<file path="config.mk">
export PLATFORM = sky130hd
export DESIGN_NAME = bpu_gshare_flat
export DESIGN_NICKNAME = d
export VERILOG_FILES = /design/src/rtl/bpu_gshare_if.sv /design/src/rtl/bpu_gshare.sv /design/src/flat_wrapper.sv
export SDC_FILE = /design/constraint.sdc
export NUM_CORES = 1
export LEC_CHECK = 0
export ABC_AREA = 1
export CAP_MARGIN = 20
export CORE_MARGIN = 2
export CORE_UTILIZATION = 26
export CTS_CLUSTER_DIAMETER = 40
export DETAILED_ROUTE_END_ITERATION = 10
export MAX_ROUTING_LAYER = met4
export SYNTH_ARGS = -nofsm -noshare
export SYNTH_HDL_FRONTEND = slang
export SYNTH_SLANG_ARGS = --single-unit
</file>
<file path="constraint.sdc">
create_clock -name clk -period 3.6 [get_ports clk]
set_clock_uncertainty 0.1 [all_clocks]
set_input_delay 0.72 -clock clk [delete_from_list [all_inputs] [get_ports clk]]
set_output_delay 0.72 -clock clk [all_outputs]
set_load 0.02 [all_outputs]
</file>
<file path="src/rtl/bpu_gshare_if.sv">
// Predict/update bundle for the gshare branch predictor.
// The modports are "master" (fetch/EX side) and "slave" (predictor).
interface bpu_gshare_if #(
  parameter int IDX_W = 6
);
  // Predict side is purely combinational: no valid/ready.
  // Update side: upd_valid_i is a single-cycle strobe with no ready, because the
  // predictor accepts every update. All upd_* fields are qualified by upd_valid_i
  // and are ignored when it is low.
  logic [31:0]      inst_i;
  logic [31:0]      inst_addr_i;
  logic             bp_result_o;
  logic [31:0]      bp_jump_addr_o;
  logic [IDX_W-1:0] bp_idx_o;

  logic             upd_valid_i;
  logic             upd_is_branch_i;
  logic             upd_is_jalr_i;
  logic [IDX_W-1:0] upd_idx_i;
  logic [31:0]      upd_pc_i;
  logic             upd_taken_i;
  logic [31:0]      upd_target_i;
  logic             upd_mispredict_i;
  logic [31:0]      mispred_cnt_o;

  modport master (
    output inst_i, inst_addr_i,
    output upd_valid_i, upd_is_branch_i, upd_is_jalr_i, upd_idx_i,
    output upd_pc_i, upd_taken_i, upd_target_i, upd_mispredict_i,
    input  bp_result_o, bp_jump_addr_o, bp_idx_o, mispred_cnt_o
  );

  modport slave (
    input  inst_i, inst_addr_i,
    input  upd_valid_i, upd_is_branch_i, upd_is_jalr_i, upd_idx_i,
    input  upd_pc_i, upd_taken_i, upd_target_i, upd_mispredict_i,
    output bp_result_o, bp_jump_addr_o, bp_idx_o, mispred_cnt_o
  );
endinterface

</file>
<file path="src/rtl/bpu_gshare.sv">
// Gshare predictor: 2-bit counters indexed by PC ^ global history, combinational predict,
// registered non-speculative update. Define BPU_BTB_EN to add a direct-mapped JALR target buffer.
module bpu_gshare #(
  parameter int BHT_DEPTH = 64,
  parameter int GHR_W     = 6,
  parameter int BTB_DEPTH = 16
) (
  input logic         clk,
  input logic         rst,
  bpu_gshare_if.slave bus
);
  localparam int IDX_W = $clog2(BHT_DEPTH);

  localparam logic [6:0] OP_JAL    = 7'b1101111;
  localparam logic [6:0] OP_BRANCH = 7'b1100011;
  localparam logic [6:0] OP_JALR   = 7'b1100111;

  logic [1:0]       bht [BHT_DEPTH];
  logic [GHR_W-1:0] ghr;
  logic [GHR_W-1:0] ghr_next;
  logic [IDX_W-1:0] pred_idx;
  logic [31:0]      j_imm;
  logic [31:0]      b_imm;
  logic             jalr_hit;
  logic [31:0]      jalr_target;
  logic [31:0]      mispred_cnt;
  logic             upd_branch;
  logic [1:0]       upd_ctr;

  // ---------------------------------------------------------------- predict
  assign pred_idx = bus.inst_addr_i[IDX_W+1:2] ^ IDX_W'(ghr);

  assign j_imm = {{11{bus.inst_i[31]}}, bus.inst_i[31], bus.inst_i[19:12],
                  bus.inst_i[20], bus.inst_i[30:21], 1'b0};
  assign b_imm = {{19{bus.inst_i[31]}}, bus.inst_i[31], bus.inst_i[7],
                  bus.inst_i[30:25], bus.inst_i[11:8], 1'b0};

  always_comb begin
    bus.bp_result_o    = 1'b0;
    bus.bp_jump_addr_o = 32'h0;
    case (bus.inst_i[6:0])
      OP_JAL: begin
        bus.bp_result_o    = 1'b1;
        bus.bp_jump_addr_o = bus.inst_addr_i + j_imm;
      end
      OP_BRANCH: begin
        if (bht[pred_idx][1]) begin
          bus.bp_result_o    = 1'b1;
          bus.bp_jump_addr_o = bus.inst_addr_i + b_imm;
        end
      end
      OP_JALR: begin
        if (jalr_hit) begin
          bus.bp_result_o    = 1'b1;
          bus.bp_jump_addr_o = jalr_target;
        end
      end
      default: ;
    endcase
  end

  assign bus.bp_idx_o = pred_idx;

  // ---------------------------------------------------------------- BHT / GHR update
  assign upd_branch = bus.upd_valid_i && bus.upd_is_branch_i;
  assign upd_ctr    = bht[bus.upd_idx_i];
  // Truncating cast drops the oldest bit; also covers GHR_W == 1.
  assign ghr_next   = GHR_W'({ghr, bus.upd_taken_i});

  always_ff @(posedge clk or negedge rst) begin
    if (!rst) begin
      for (int i = 0; i < BHT_DEPTH; i++) begin
        bht[i] <= 2'b01;
      end
      ghr <= '0;
    end else if (upd_branch) begin
      if (bus.upd_taken_i) begin
        if (upd_ctr != 2'b11) bht[bus.upd_idx_i] <= upd_ctr + 2'd1;
      end else begin
        if (upd_ctr != 2'b00) bht[bus.upd_idx_i] <= upd_ctr - 2'd1;
      end
      ghr <= ghr_next;
    end
  end

  // ---------------------------------------------------------------- misprediction counter
  always_ff @(posedge clk or negedge rst) begin
    if (!rst) begin
      mispred_cnt <= 32'h0;
    end else if (bus.upd_valid_i && bus.upd_mispredict_i && (mispred_cnt != 32'hFFFF_FFFF)) begin
      mispred_cnt <= mispred_cnt + 32'd1;
    end
  end

  assign bus.mispred_cnt_o = mispred_cnt;

  // ---------------------------------------------------------------- JALR target buffer
`ifdef BPU_BTB_EN
  localparam int BTB_IDX_W = $clog2(BTB_DEPTH);
  localparam int TAG_W     = 30 - BTB_IDX_W;

  logic             btb_valid  [BTB_DEPTH];
  logic [TAG_W-1:0] btb_tag    [BTB_DEPTH];
  logic [31:0]      btb_target [BTB_DEPTH];
  logic [BTB_IDX_W-1:0] rd_set;
  logic [BTB_IDX_W-1:0] wr_set;
  logic                 upd_jalr;
  logic                 unused_addr_lo;

  assign rd_set   = bus.inst_addr_i[BTB_IDX_W+1:2];
  assign wr_set   = bus.upd_pc_i[BTB_IDX_W+1:2];
  assign upd_jalr = bus.upd_valid_i && bus.upd_is_jalr_i;

  assign jalr_hit    = btb_valid[rd_set] && (btb_tag[rd_set] == bus.inst_addr_i[31:BTB_IDX_W+2]);
  assign jalr_target = btb_target[rd_set];

  // Only the valid bits need reset; tag/target are don't-care while invalid.
  always_ff @(posedge clk or negedge rst) begin
    if (!rst) begin
      for (int i = 0; i < BTB_DEPTH; i++) begin
        btb_valid[i] <= 1'b0;
      end
    end else if (upd_jalr) begin
      btb_valid[wr_set] <= 1'b1;
    end
  end

  always_ff @(posedge clk) begin
    if (upd_jalr) begin
      btb_tag[wr_set]    <= bus.upd_pc_i[31:BTB_IDX_W+2];
      btb_target[wr_set] <= bus.upd_target_i;
    end
  end

  assign unused_addr_lo = ^{bus.inst_addr_i[1:0], bus.upd_pc_i[1:0]};
`else
  logic unused_btb_inputs;

  assign jalr_hit    = 1'b0;
  assign jalr_target = 32'h0;

  assign unused_btb_inputs = ^{bus.upd_is_jalr_i, bus.upd_pc_i, bus.upd_target_i,
                               bus.inst_addr_i[31:IDX_W+2], bus.inst_addr_i[1:0],
                               32'(BTB_DEPTH)};
`endif

endmodule

</file>
<file path="src/flat_wrapper.sv">
// flat-port wrapper written by rule: the top's interface ports become plain ports
module bpu_gshare_flat 
#(
  parameter int BHT_DEPTH = 64,
  parameter int GHR_W     = 6,
  parameter int BTB_DEPTH = 16
)
  (clk, rst, bus_inst_i, bus_inst_addr_i, bus_upd_valid_i, bus_upd_is_branch_i, bus_upd_is_jalr_i, bus_upd_idx_i, bus_upd_pc_i, bus_upd_taken_i, bus_upd_target_i, bus_upd_mispredict_i, bus_bp_result_o, bus_bp_jump_addr_o, bus_bp_idx_o, bus_mispred_cnt_o);
  bpu_gshare_if #(.IDX_W((6))) bus_i ();
  input logic clk;
  input logic rst;
  input wire logic [$bits(bus_i.inst_i)-1:0] bus_inst_i;
  input wire logic [$bits(bus_i.inst_addr_i)-1:0] bus_inst_addr_i;
  input wire logic [$bits(bus_i.upd_valid_i)-1:0] bus_upd_valid_i;
  input wire logic [$bits(bus_i.upd_is_branch_i)-1:0] bus_upd_is_branch_i;
  input wire logic [$bits(bus_i.upd_is_jalr_i)-1:0] bus_upd_is_jalr_i;
  input wire logic [$bits(bus_i.upd_idx_i)-1:0] bus_upd_idx_i;
  input wire logic [$bits(bus_i.upd_pc_i)-1:0] bus_upd_pc_i;
  input wire logic [$bits(bus_i.upd_taken_i)-1:0] bus_upd_taken_i;
  input wire logic [$bits(bus_i.upd_target_i)-1:0] bus_upd_target_i;
  input wire logic [$bits(bus_i.upd_mispredict_i)-1:0] bus_upd_mispredict_i;
  output wire logic [$bits(bus_i.bp_result_o)-1:0] bus_bp_result_o;
  output wire logic [$bits(bus_i.bp_jump_addr_o)-1:0] bus_bp_jump_addr_o;
  output wire logic [$bits(bus_i.bp_idx_o)-1:0] bus_bp_idx_o;
  output wire logic [$bits(bus_i.mispred_cnt_o)-1:0] bus_mispred_cnt_o;
  assign bus_i.inst_i = bus_inst_i;
  assign bus_i.inst_addr_i = bus_inst_addr_i;
  assign bus_i.upd_valid_i = bus_upd_valid_i;
  assign bus_i.upd_is_branch_i = bus_upd_is_branch_i;
  assign bus_i.upd_is_jalr_i = bus_upd_is_jalr_i;
  assign bus_i.upd_idx_i = bus_upd_idx_i;
  assign bus_i.upd_pc_i = bus_upd_pc_i;
  assign bus_i.upd_taken_i = bus_upd_taken_i;
  assign bus_i.upd_target_i = bus_upd_target_i;
  assign bus_i.upd_mispredict_i = bus_upd_mispredict_i;
  assign bus_bp_result_o = bus_i.bp_result_o;
  assign bus_bp_jump_addr_o = bus_i.bp_jump_addr_o;
  assign bus_bp_idx_o = bus_i.bp_idx_o;
  assign bus_mispred_cnt_o = bus_i.mispred_cnt_o;
  bpu_gshare #(.BHT_DEPTH(BHT_DEPTH), .GHR_W(GHR_W), .BTB_DEPTH(BTB_DEPTH)) u_core (.clk(clk), .rst(rst), .bus(bus_i));
endmodule
</file>
* Yosys cells after proc, flatten, opt, wreduce, memory -nomap -nowiden
Cells that the tools add are included.
Widths: inputs -> output; s select.
** Word-level totals
- Register bits after elaboration :: 166
- Latch bits :: 0
- Memory bits (writable) :: 0
- Memory bits (read-only) :: 0
- Input port bits :: 141
- Output and inout port bits :: 71
- Word-level logic and storage cells :: 106
- Memories kept :: 0
** Operators by class
- Add/subtract/negate cells :: 5
- $mul :: 0
- Divide/modulo/power cells :: 0
- $lt $le $gt $ge :: 3
- Eq/ne operators :: 5
- Shifts and indexed selects :: 0
- Multiplexer cells :: 17
- Bitwise gates (word level) :: 3
- Reduce and logical (&&, ||, !) cells :: 7
** Operator list (number)
- $mux 128 :: 3
- $bwmux 128 :: 2
- $add 32x32->32 :: 2
- $pmux 32 s2 :: 1
- $add 32x1->32 const B :: 1
- $mux 32 :: 1
- $ne 32x32->1 const B :: 1
- $bmux 2 s6 :: 2
- $eq 7x7->1 const B :: 2
- $ge 7x7->1 const B :: 2
- $not 6->7 :: 2
- $demux 2 s6 :: 1
- $mux 2 :: 5
- $lt 7x1->1 const B :: 1
- $xor 6x6->6 :: 1
- $logic_and 1x1->1 :: 4
- $reduce_bool 2->1 :: 2
- $reduce_and 3->1 :: 1
- $add 2x1->2 const B :: 1
- $ne 2x1->1 const B :: 1
- $ne 2x2->1 const B :: 1
- $pmux 1 s2 :: 1
- $sub 2x1->2 const B :: 1
- $mux 1 :: 1

* Depth between registers and ports, before layout
Gate-level depths: netlist of the first run.
- Word-level depth :: 8
- Mapped depth :: 23
- Depth with buffers taken out :: 21

* Worst setup path before layout of the first run
No wires, ideal clock.
- Kind :: input to register
- Start point :: input bus_upd_idx_i[0]
- End point :: register u_core.bht[17] in the netlist's numbering
- Setup time :: 0.133 ns
- Arrival time :: 3.168 ns
- Required time :: 3.367 ns
- Setup slack :: 0.199 ns
- Stages on the path :: 22
- Buffers on the path :: 3
- Cell sequence :: buf_4 > inv_2 > nand3_2 > inv_2 > buf_2 > nand2_1 > nand4_1 > o21ai_1 > nand2_1 > nor2_2 > buf_2 > nand2_1 > inv_1 > ha_1 > nand2_1 > nand4_1 > inv_1 > nand2_1 > nor2_1 > inv_1 > nand2_1 > o21ai_0
** Between the ends
- Word-level cells in the longest chain between the ends :: 8
- Elaborated cells between the ends (all ways) :: 21
- Those cells by class :: add/sub (2); order compare (2); eq/ne (2); mux (10); bitwise (1); reduce/logical (4)
** RTL lines
- start, declared :: line flat_wrapper.sv:17 : input wire logic [$bits(bus_i.upd_idx_i)-1:0] bus_upd_idx_i;
- $not 6->7 (not written as such) (*) :: line bpu_gshare.sv:66, bpu_gshare.sv:78, bpu_gshare.sv:80
- $bmux 2 s6, or another cell as far along :: line bpu_gshare.sv:66 : assign upd_ctr = bht[bus.upd_idx_i];
- $mux 2 (not written as such) / $logic_and 1x1->1 (equally long branches) :: line bpu_gshare.sv:66, bpu_gshare.sv:78, bpu_gshare.sv:80
- $mux 2, on equally long branches :: line bpu_gshare.sv:66, bpu_gshare.sv:78, bpu_gshare.sv:80
- $sub 2x1->2, or another cell as far along :: line bpu_gshare.sv:80 : if (upd_ctr != 2'b00) bht[bus.upd_idx_i] <= upd_ctr - 2'd1;
- $bwmux 128, on equally long branches :: line bpu_gshare.sv:80, bpu_gshare.sv:78
- $mux 128, on equally long branches :: line bpu_gshare.sv:80, bpu_gshare.sv:78
- $mux 128 :: line bpu_gshare.sv:77 : if (bus.upd_taken_i) begin
- end signal, assigned by index :: line bpu_gshare.sv:78 : if (upd_ctr != 2'b11) bht[bus.upd_idx_i] <= upd_ctr + 2'd1;
- end signal, assigned by index :: line bpu_gshare.sv:80
- end, declared :: line bpu_gshare.sv:18 : logic [1:0] bht [BHT_DEPTH];
Mark *: on every way between the ends. The rest lies on a longest branch, timed or not. The select of a mux whose other input is x is not followed.
A chain may end at the register's enable or synchronous reset.

* Worst setup path in the final report of the first run
- Start point :: input bus_inst_i[17]
- End point :: output bus_bp_jump_addr_o[25]
** Between the ends
- Word-level cells in the longest chain between the ends :: 2
** RTL lines
- start, declared :: line flat_wrapper.sv:12 : input wire logic [$bits(bus_i.inst_i)-1:0] bus_inst_i;
- $add 32x32->32 :: line bpu_gshare.sv:44 : bus.bp_jump_addr_o = bus.inst_addr_i + j_imm;
- $pmux 32 s2 :: line bpu_gshare.sv:41 : case (bus.inst_i[6:0])
- end, declared :: line flat_wrapper.sv:23 : output wire logic [$bits(bus_i.bp_jump_addr_o)-1:0] bus_bp_jump_addr_o;
No other way between the ends.

==> results of run 1 <==
final cells by class:
type | count | area share [%]
clock inverter | 14 | 0.979
sequential | 166 | 21.1
tap | 664 | 4.14
timing repair buffer | 463 | 21.6
clock buffer | 18 | 2.19
multi-input combinational | 1509 | 45.9
inverter | 216 | 4.13
per-stage QoR:
stage	hold WS, ps	TNS [ps]
5_1_grt	266	-69.4
3_5_place_dp	355	-100090
2_1_floorplan	324	0
4_1_cts	245	-54.5
3_3_place_gp	355	-99900
6_report	210	0
cells by family (layout without fill, tap and decap cells):
logic type,after synthesis,in the layout,synth area share (%)
adder cells (fa/ha/maj),48,48,4.76
XOR/XNOR,59,59,4.11
multiplexers,2,2,0.174
AO/OA/AOI/OAI,245,245,10.5
buffers and inverters,273,711,8.86
flip-flops,166,166,32.8
AND/OR/NAND/NOR,1155,1155,38.8
per-layer routing:
layer  wire, um  vias up
met5          0        -
li1           -     7230
met3       3130      155
met4       2250        0
met2      26500      629
met1      22100     7194
worst reg2reg max path, cell delays in order, from the launching register on:
cell and delay [ps]:
dfrtp_1 410, a22oi_1 240, nand3_1 100, o21ai_0 260, nand2_1 90, nor2_1 100, nand3_1 100, ha_1 190
nand2_1 60, nand4_1 240, buf_4 240, nor2_1 130, inv_2 110, nor2_2 150, inv_1 90, nand2_1 60
o21ai_0 80
final timing paths:
check	from	endpoint	slack, ps	depth (start not counted)
setup reg to reg	u_core.bht[41]$_DFFE_PN0P_	u_core.bht[35]$_DFFE_PN0P_	710	16
hold reg to reg	register	register	370	2
max in group asynchronous	rst	asynchronous set/reset pin	2280	2
min in group clk	register	register	370	2
setup / recovery	bus_inst_i[17]	bus_bp_jump_addr_o[25]	50	13
hold / removal	rst	u_core.bus.mispred_cnt_o[8]$_DFFE_PN0P_	210	1
layout by cell type (no fill, tap or decap), drive strengths merged, types with 5 or more instances in the layout:
cell type / n
nand2: 667
buf: 349
inv: 219
nand3: 205
nor2: 167
o21ai: 123
dfrtp: 102
a21oi: 72
nand4: 65
dfstp: 64
clkdlybuf4s50: 63
xor2: 47
ha: 46
nor3: 31
clkbuf: 28
dlygate4sd2: 22
dlymetal6s2s: 18
a22oi: 13
xnor2: 12
nand3b: 10
o21bai: 8
o31ai: 7
a21o: 5
nor4: 5
power by group:
group          leakage [nW]  total, mW  switching (mW)  internal [mW]
logic                  6.85       3.07            1.67           1.40
registers              2.04       2.24           0.169           2.07
clock network         0.304       2.02           0.832           1.19
what timing repair did:
item | 4_1_cts | 5_1_grt
endpoints found under the hold margin | 0 | 0
gates resized for setup | 404 | 270
cloned | 7 | 3
buffers inserted | 29 | 18
pin swaps | 66 | 98
setup endpoints to repair | 157 | 161
==> impl_metrics.toml, run 1 <==
[synth]
synth-main-ff-cell = "dfrtp_1"
syn-num-nets = 2137
synth_cells = 1948
syn_area_sq_um = 12900
synth_edf_count = 0
avgSynthCellArea_sq_um = 6.64
yosys_register_bits = 166
yosys_warnings = 0
yosys.area.top_type = "dfrtp_1"
synth_most_common_cell = "nand2_1"
synthTopCellsByCount = "664 x nand2_1, 207 x inv_1, 180 x nand3_1, 163 x nor2_1, 117 x o21ai_0"
ys_types = 46
netlist.area_leader.share_pct = 19.7
synthArstFlopShare_pct = 100
yosysSeqAreaShare_pct = 32.8
ys_top_cells_by_area = "dfrtp_1 20%, nand2_1 19%, dfstp_2 13%"

[layout]
final.fill_count = 4933
drive_gt1_share_pct = 34.3
multiInputGateArea_sq_um = 9210
nets = 2562
stdcell_count = 3050
num_antenna_cells = 0
final_area_sq_um = 20100
regArea_sq_um = 4240
post-route-util_pct = 40.9
area_delta_synth_final_pct = 55.2

[grt]
met3_usage_pct = 2.10
grt_pass1_wl_mm = 81.5
grt_pass1_vias = 14800
grt_use_met1_pct = 25.8
grt.overflow.total = 0
grt.busiest_layer = "met2"
grt_max_degree = 79
antenna_found_initial = 0
gr-usage-all-layers_pct = 20.9
grt_use_met2_pct = 34.9

[setup_path]
max_stage_delay_ps = 480
crit_path_max_fanout = 3
critical_path.cell_chain = "clkdlybuf4s50_1 > ha_4 > buf_4 > nand2_1 > nor2_1 > inv_1 > nor2_2 > nand4_1 > nand3_1 > a21oi_1 > o21ai_1 > nand2_1 > buf_6"
crit_top_cell = "nand2_1"
critical-path-top-delay-family = "buffers and inverters"
path_class = "in -> out"
cp-end-kind = "primary output"
crit_path_start_kind = "input pin"
crit_arrival_ps = 2730
cp_slowest_cell = "clkdlybuf4s50_1"
cp.required_ps = 2780
path_buf_inv = 4

[timing]
fmax_mhz = 282
period_minus_slack_ps = 3550
period_share_pct = 98.6
maxSlewViolCount = 0
hold_viol = 0
setup_slack_ps = 49.9
worst_pin_slew_ps = 935
final-setup-viol-count = 0
rsz0062_at_grt = "yes"
max_slew_margin_pct = 37.6

[job]
max-cap-violations = 0

[drt]
vias = 15200
wl_per_cell_um = 17.7
initialDrtViolationCount = 1318
wl_mm = 54.0
drc = 0
antenna_left = 0
dr.pass1.iters = 6
avgViaCountPerCell = 4.99

[placed_design]
io_buffers = 146
dp_hpwl_mm = 37.6
placed_area_sq_um = 17200
place_inst = 2964
gp_congestion = 0.937
pre_cts_ws_ps = -985

[floorplan]
start_util_pct = 26.4
core_sq_um = 49100
fp-row-count = 81
die_w_um = 227
die_h_um = 227
die_area_sq_um = 51500
pin_count = 212

[clock_tree]
postCtsHoldBufs = 0
path_clk_slew_ps = 70
cts_made_buffers = 17
cts_tree = "yes"
cts.sinks = 166
root_buffer = "clkbuf_16"
max-clock-path-buffers = 2
ctsHtreeMaxLevel = 4
clkLatencyLatePin_ps = 450

[power_and_ir_drop]
p_leak_nw = 9.19
vdd_ir_drop_max_mv = 0.326
fin_total_pwr_mw = 7.33
power_density_nw_per_um2 = 365

[run_status]
status = "completed"

[min_path]
hp-class = "in -> async"
(Power assumes the default switching activity.)
==> inputs of run 2 (changes only) <==
==> constraint.sdc (replaced) <==
create_clock -name clk -period 3.3 [get_ports clk]
set_clock_uncertainty 0.1 [all_clocks]
set_input_delay 0.66 -clock clk [delete_from_list [all_inputs] [get_ports clk]]
set_output_delay 0.66 -clock clk [all_outputs]
set_load 0.02 [all_outputs]
==> run 2 against run 1 <==
Against the previous run:
- utilization rose by 0.38 points
- first-iteration DRC count decreased by 4.6%
- highest routed layer unchanged
- the flow now finishes with violations (negative setup slack)
- cell count fell by 0.33%
==> impl_metrics.toml, run 2 (synthesized netlist as in run 1, its figures left out) <==
[timing]
fin_setup_tns_ps = -23.4
hold_slack_ps = 148
period_share_pct = 101
worst_pin_slew_ps = 926
fmax_mhz = 301
period_minus_slack_ps = 3320
max_slew_margin_pct = 38.3
setup_slack_ps = -20.8
rsz0062_at_grt = "yes"
final-setup-viol-count = 2
maxSlewViolCount = 0
hold_viol = 0

[drt]
antenna_left = 0
vias = 15100
drc = 0
initialDrtViolationCount = 1257
avgViaCountPerCell = 4.96
wl_mm = 53.4
dr.pass1.iters = 5
wl_per_cell_um = 17.6

[placed_design]
gp_congestion = 0.978
dp_hpwl_mm = 37.7
place_inst = 2962
io_buffers = 146

[setup_path]
crit_arrival_ps = 2560
timing.rr.start = "u_core.bht[57]$_DFFE_PN0P_"
r2r_end = "u_core.bht[93]$_DFFE_PN0P_"
cp.required_ps = 2540
path_class = "in -> out"
reg2regPathDepth = 17
critical-path-top-delay-family = "simple AND/OR/NAND/NOR gates"
max_stage_delay_ps = 370
cp-end-kind = "primary output"
path_buf_inv = 5
crit_cells = 19
critical_path.cell_chain = "buf_8 > ha_4 > fa_2 > nand2_1 > nand2_1 > o21ai_2 > buf_6 > inv_4 > nand2_2 > nand2_2 > nand2_2 > nand2_4 > buf_6 > nand4_1 > nand2_1 > nand2_1 > nand3_1 > nand2_1 > buf_6"
crit_top_cell = "nand2_1"
cp_slowest_cell = "fa_2"
crit_path_max_fanout = 3
rrSetupSlack_ps = 630
crit_path_start_kind = "input pin"

[clock_tree]
clkLatencyLatePin_ps = 440
cts_tree = "yes"
cts.sinks = 166
path_clk_slew_ps = 70
postCtsHoldBufs = 0
ctsHtreeMaxLevel = 4
max-clock-path-buffers = 2
root_buffer = "clkbuf_16"
cts_made_buffers = 17

[layout]
multiInputGateArea_sq_um = 9530
drive_gt1_share_pct = 37.4
nets = 2550
area_delta_synth_final_pct = 56.7
stdcell_count = 3040
final.fill_count = 4946
layout_commonest_cell = "nand2_1"
post-route-util_pct = 41.3
regArea_sq_um = 4240
most-common-layout-cells = "574 x nand2_1, 262 x buf_4, 182 x inv_1"

[grt]
antenna_found_initial = 2
gr-usage-all-layers_pct = 20.6
met3_usage_pct = 2.71
grt_pass1_wl_mm = 81.1
grt_use_met2_pct = 33.9
grt_use_met1_pct = 25.5
grt.busiest_layer = "met2"
grt.overflow.total = 0
grt_max_degree = 83
grt_pass1_vias = 14800

[job]
max-cap-violations = 0

[min_path]
hp-class = "in -> async"

[power_and_ir_drop]
vdd_ir_drop_max_mv = 0.383
power_density_nw_per_um2 = 380
p_leak_nw = 9.06

[run_status]
violations = "negative setup slack"
status = "finished, violations left"

[floorplan]
fp-row-count = 81
start_util_pct = 26.4
die_area_sq_um = 51500
die_h_um = 227
core_sq_um = 49100
pin_count = 212
die_w_um = 227
[run 2: cell count changes in the layout (fill, tap and decap cells not counted), sizes merged]
| cell | change |
|---|---|
| buf | -7 |
| bufinv | -3 |
| clkbuf | +9 |
| clkdlybuf4s15 | +2 |
| clkdlybuf4s50 | -8 |
| diode | +2 |
| dlygate4sd2 | +10 |
| dlymetal6s2s | -16 |
| inv | +1 |
[run 2: layout make-up]
cell class                 count  share of cell area, %
clock buffer                  20                   2.25
timing repair buffer         451                   20.8
inverter                     216                   4.26
sequential                   166                   20.9
multi-input combinational   1509                   47.1
clock inverter                12                  0.593
tap                          664                   4.10
antenna                        2                 0.0247
[run 2: worst max path at each step]
| stage | to | startpoint |
|---|---|---|
| after CTS | bus_bp_jump_addr_o[24] | bus_inst_i[31] |
| after detailed placement | bus_bp_jump_addr_o[22] | bus_inst_i[31] |
| after global routing | bus_bp_jump_addr_o[29] | bus_inst_addr_i[1] |
| final | bus_bp_jump_addr_o[29] | bus_inst_addr_i[1] |
| after floorplan | u_core.bht[17]$_DFFE_PN0P_ | bus_upd_idx_i[0] |
| after global placement | bus_bp_jump_addr_o[22] | bus_inst_i[31] |
[run 2: stage by stage]
| step | worst slack [ps] | total power, mW | cell area (sq um) |
|---|---|---|---|
| 3_5_place_dp | -1090 | 4.97 | 17200 |
| 6_report | -20.8 | 7.70 | 20300 |
| 3_3_place_gp | -1070 | 4.95 | 17200 |
| 2_1_floorplan | 1.11 | 3.61 | 12900 |
| 5_1_grt | -148 | 8.02 | 20300 |
| 4_1_cts | -7.42 | 7.43 | 19300 |
[run 2: worst register-to-register path: stages (launching register included)]
cell and delay [ps]:
dfrtp_1 420, o2bb2ai_1 150, nor2_1 120, nand3_1 80, o21ai_1 160, nand2_1 110, nor2_1 110, nand3_1 120
ha_2 190, nand2_1 50, nand4_1 180, buf_6 210, nor2_4 150, inv_6 80, nor2_2 110, inv_1 80
nand2_1 80, o21ai_0 80
[run 2: metal layers]
layer	share of wire (%)	vias up
li1	-	7205
met5	0	-
met4	4.1	0
met1	41	7150
met3	6.0	133
met2	49	598
[run 2: what timing repair did]
action / in CTS / in global routing
setup buffers: 22 / 14
setup endpoints to repair: 164 / 158
pin swaps: 88 / 79
gates cloned: 6 / 5
hold endpoints to repair: 0 / 0
gates resized for setup: 593 / 243
[run 2: where the power goes]
part	internal, mW	switching (mW)	total (mW)
sequential	2.26	0.183	2.44
combinational	1.48	1.79	3.27
clock	1.09	0.899	1.99
==> inputs of run 3 (changes only) <==
--- a/config.mk
+++ b/config.mk
@@ -7,9 +7,9 @@
 export LEC_CHECK = 0
 export ABC_AREA = 1
 export CAP_MARGIN = 20
-export CORE_MARGIN = 2
-export CORE_UTILIZATION = 26
-export CTS_CLUSTER_DIAMETER = 40
+export CORE_MARGIN = 10
+export CORE_UTILIZATION = 41
+export CTS_CLUSTER_DIAMETER = 150
 export DETAILED_ROUTE_END_ITERATION = 10
 export MAX_ROUTING_LAYER = met4
 export SYNTH_ARGS = -nofsm -noshare
==> run 3 against run 2 <==
Against the previous run:
- the flow still finishes with violations (negative setup slack)
- sequential share of layout area is 0.11 points higher
- design area shrank 0.54%
- worst hold slack got worse by 72 ps
- largest power group unchanged
- die area down 24%
- critical path depth decreased by 3
- non-clock buffer count grew 22
==> impl_metrics.toml, run 3 (synthesized netlist as in run 1, its figures left out) <==
[drt]
drc = 0
antenna_left = 0
wl_mm = 54.4
wl_per_cell_um = 19.5
vias = 15300
avgViaCountPerCell = 5.49
initialDrtViolationCount = 1495
dr.pass1.iters = 6

[timing]
period_minus_slack_ps = 3480
max_slew_margin_pct = 37.5
setup_slack_ps = -184
worst_pin_slew_ps = 937
hold_slack_ps = 76.2
rsz0062_at_grt = "yes"
hold_viol = 0
period_share_pct = 106
fmax_mhz = 287
maxSlewViolCount = 0
final-setup-viol-count = 33

[placed_design]
dp_hpwl_mm = 37.3
placed_area_sq_um = 16900
place_inst = 2712
gp_congestion = 0.976
io_buffers = 146

[grt]
grt_use_met1_pct = 36.7
antenna_found_initial = 0
grt.overflow.total = 0
gr-usage-all-layers_pct = 27.8
met3_usage_pct = 5.43
grt_use_met2_pct = 41.7
grt_max_degree = 65
grt_pass1_wl_mm = 83.2
grt.busiest_layer = "met2"
grt_pass1_vias = 15000

[setup_path]
crit_path_max_fanout = 8
crit_arrival_ps = 2720
cp-endpoint = "bus_bp_jump_addr_o[20]"
timing.rr.start = "u_core.bht[41]$_DFFE_PN0P_"
reg2regPathDepth = 17
cp.required_ps = 2540
path_class = "reg -> out"
crit_path_start_kind = "register"
startpoint = "u_core.ghr[0]$_DFFE_PN0P_"
cp-end-kind = "primary output"
rrSetupSlack_ps = 600

[clock_tree]
postCtsHoldBufs = 0
cts_tree = "yes"
cts.sinks = 166
path_clk_slew_ps = 70
ctsHtreeMaxLevel = 4
clkLatencyLatePin_ps = 460
root_buffer = "clkbuf_16"
cts_made_buffers = 17
max-clock-path-buffers = 2

[power_and_ir_drop]
power_density_nw_per_um2 = 404
vdd_ir_drop_max_mv = 0.528
p_leak_nw = 9.29
fin_total_pwr_mw = 8.13

[floorplan]
fp-row-count = 64
core_sq_um = 30800
die_h_um = 198
pin_count = 212
die_w_um = 198
die_area_sq_um = 39000
start_util_pct = 41.9

[layout]
area_delta_synth_final_pct = 55.8
drive_gt1_share_pct = 36.9
final_area_sq_um = 20100
most-common-layout-cells = "572 x nand2_1, 268 x buf_4, 193 x inv_1"
layout_commonest_cell = "nand2_1"
nets = 2572
post-route-util_pct = 65.3
stdcell_count = 2793

[min_path]
hp-class = "in -> async"

[job]
max-cap-violations = 0

[run_status]
violations = "negative setup slack"
status = "finished, violations left"
-- run 3: final cells by class --
| class | instances | area [sq um] |
|---|---|---|
| antenna | 1 | 2.50 |
| multi-input combinational | 1509 | 9430 |
| inverter | 216 | 853 |
| clock buffer | 17 | 425 |
| fill | 2666 | 10700 |
| tap | 396 | 495 |
| clock inverter | 15 | 189 |
| sequential | 166 | 4240 |
| timing repair buffer | 473 | 4520 |
-- run 3: worst min-delay path by stage --
stage | slack [ps] | cells past startpoint | from | to
floorplan | 260 | 0 | rst | u_core.bht[101]$_DFFE_PN0P_
global placement | 350 | 2 | register | register
detailed placement | 360 | 2 | register | register
CTS | 80 | 1 | rst | u_core.bht[57]$_DFFE_PN0P_
global route | 100 | 1 | rst | u_core.bht[57]$_DFFE_PN0P_
finish | 80 | 1 | rst | u_core.bht[57]$_DFFE_PN0P_
-- run 3: metal layers --
layer	share of wire, %	routed length, um	vias to the layer above
met2	44	24100	665
met5	0	0	-
li1	-	-	7245
met4	2.9	1600	0
met3	8.3	4530	137
met1	44	24200	7292
-- run 3: what timing repair did --
action / in CTS / in global routing
pin swaps: 83 / 61
buffers inserted: 34 / 5
setup endpoints to repair: 164 / 161
cloned: 11 / 1
gates resized for setup: 665 / 128
hold endpoints to repair: 0 / 0
-- run 3: critical path, stage by stage (launching register included) --
cell and delay (ps):
dfrtp_2 470, inv_4 110, nand2_4 70, nand2_4 90, buf_12 160, buf_6 120
nand2_2 50, nand3_2 80, nand3_2 90, nand3_4 110, nand3_4 90, nand3_4 160
buf_12 150, buf_16 130, nand4_1 110, nand2_2 120, buf_6 130
-- run 3: power breakdown --
part           internal, mW  switching (mW)
combinational          1.65            1.90
sequential             2.26           0.192
clock                  1.20           0.930
total                  5.11            3.02
-- run 3: through the flow --
step | setup TNS (ps) | setup WS, ps
2_1_floorplan | 0 | 1.11
3_3_place_gp | -119910 | -1080
3_5_place_dp | -124580 | -1090
4_1_cts | -1380 | -98.5
5_1_grt | -5680 | -224
6_report | -3480 | -184
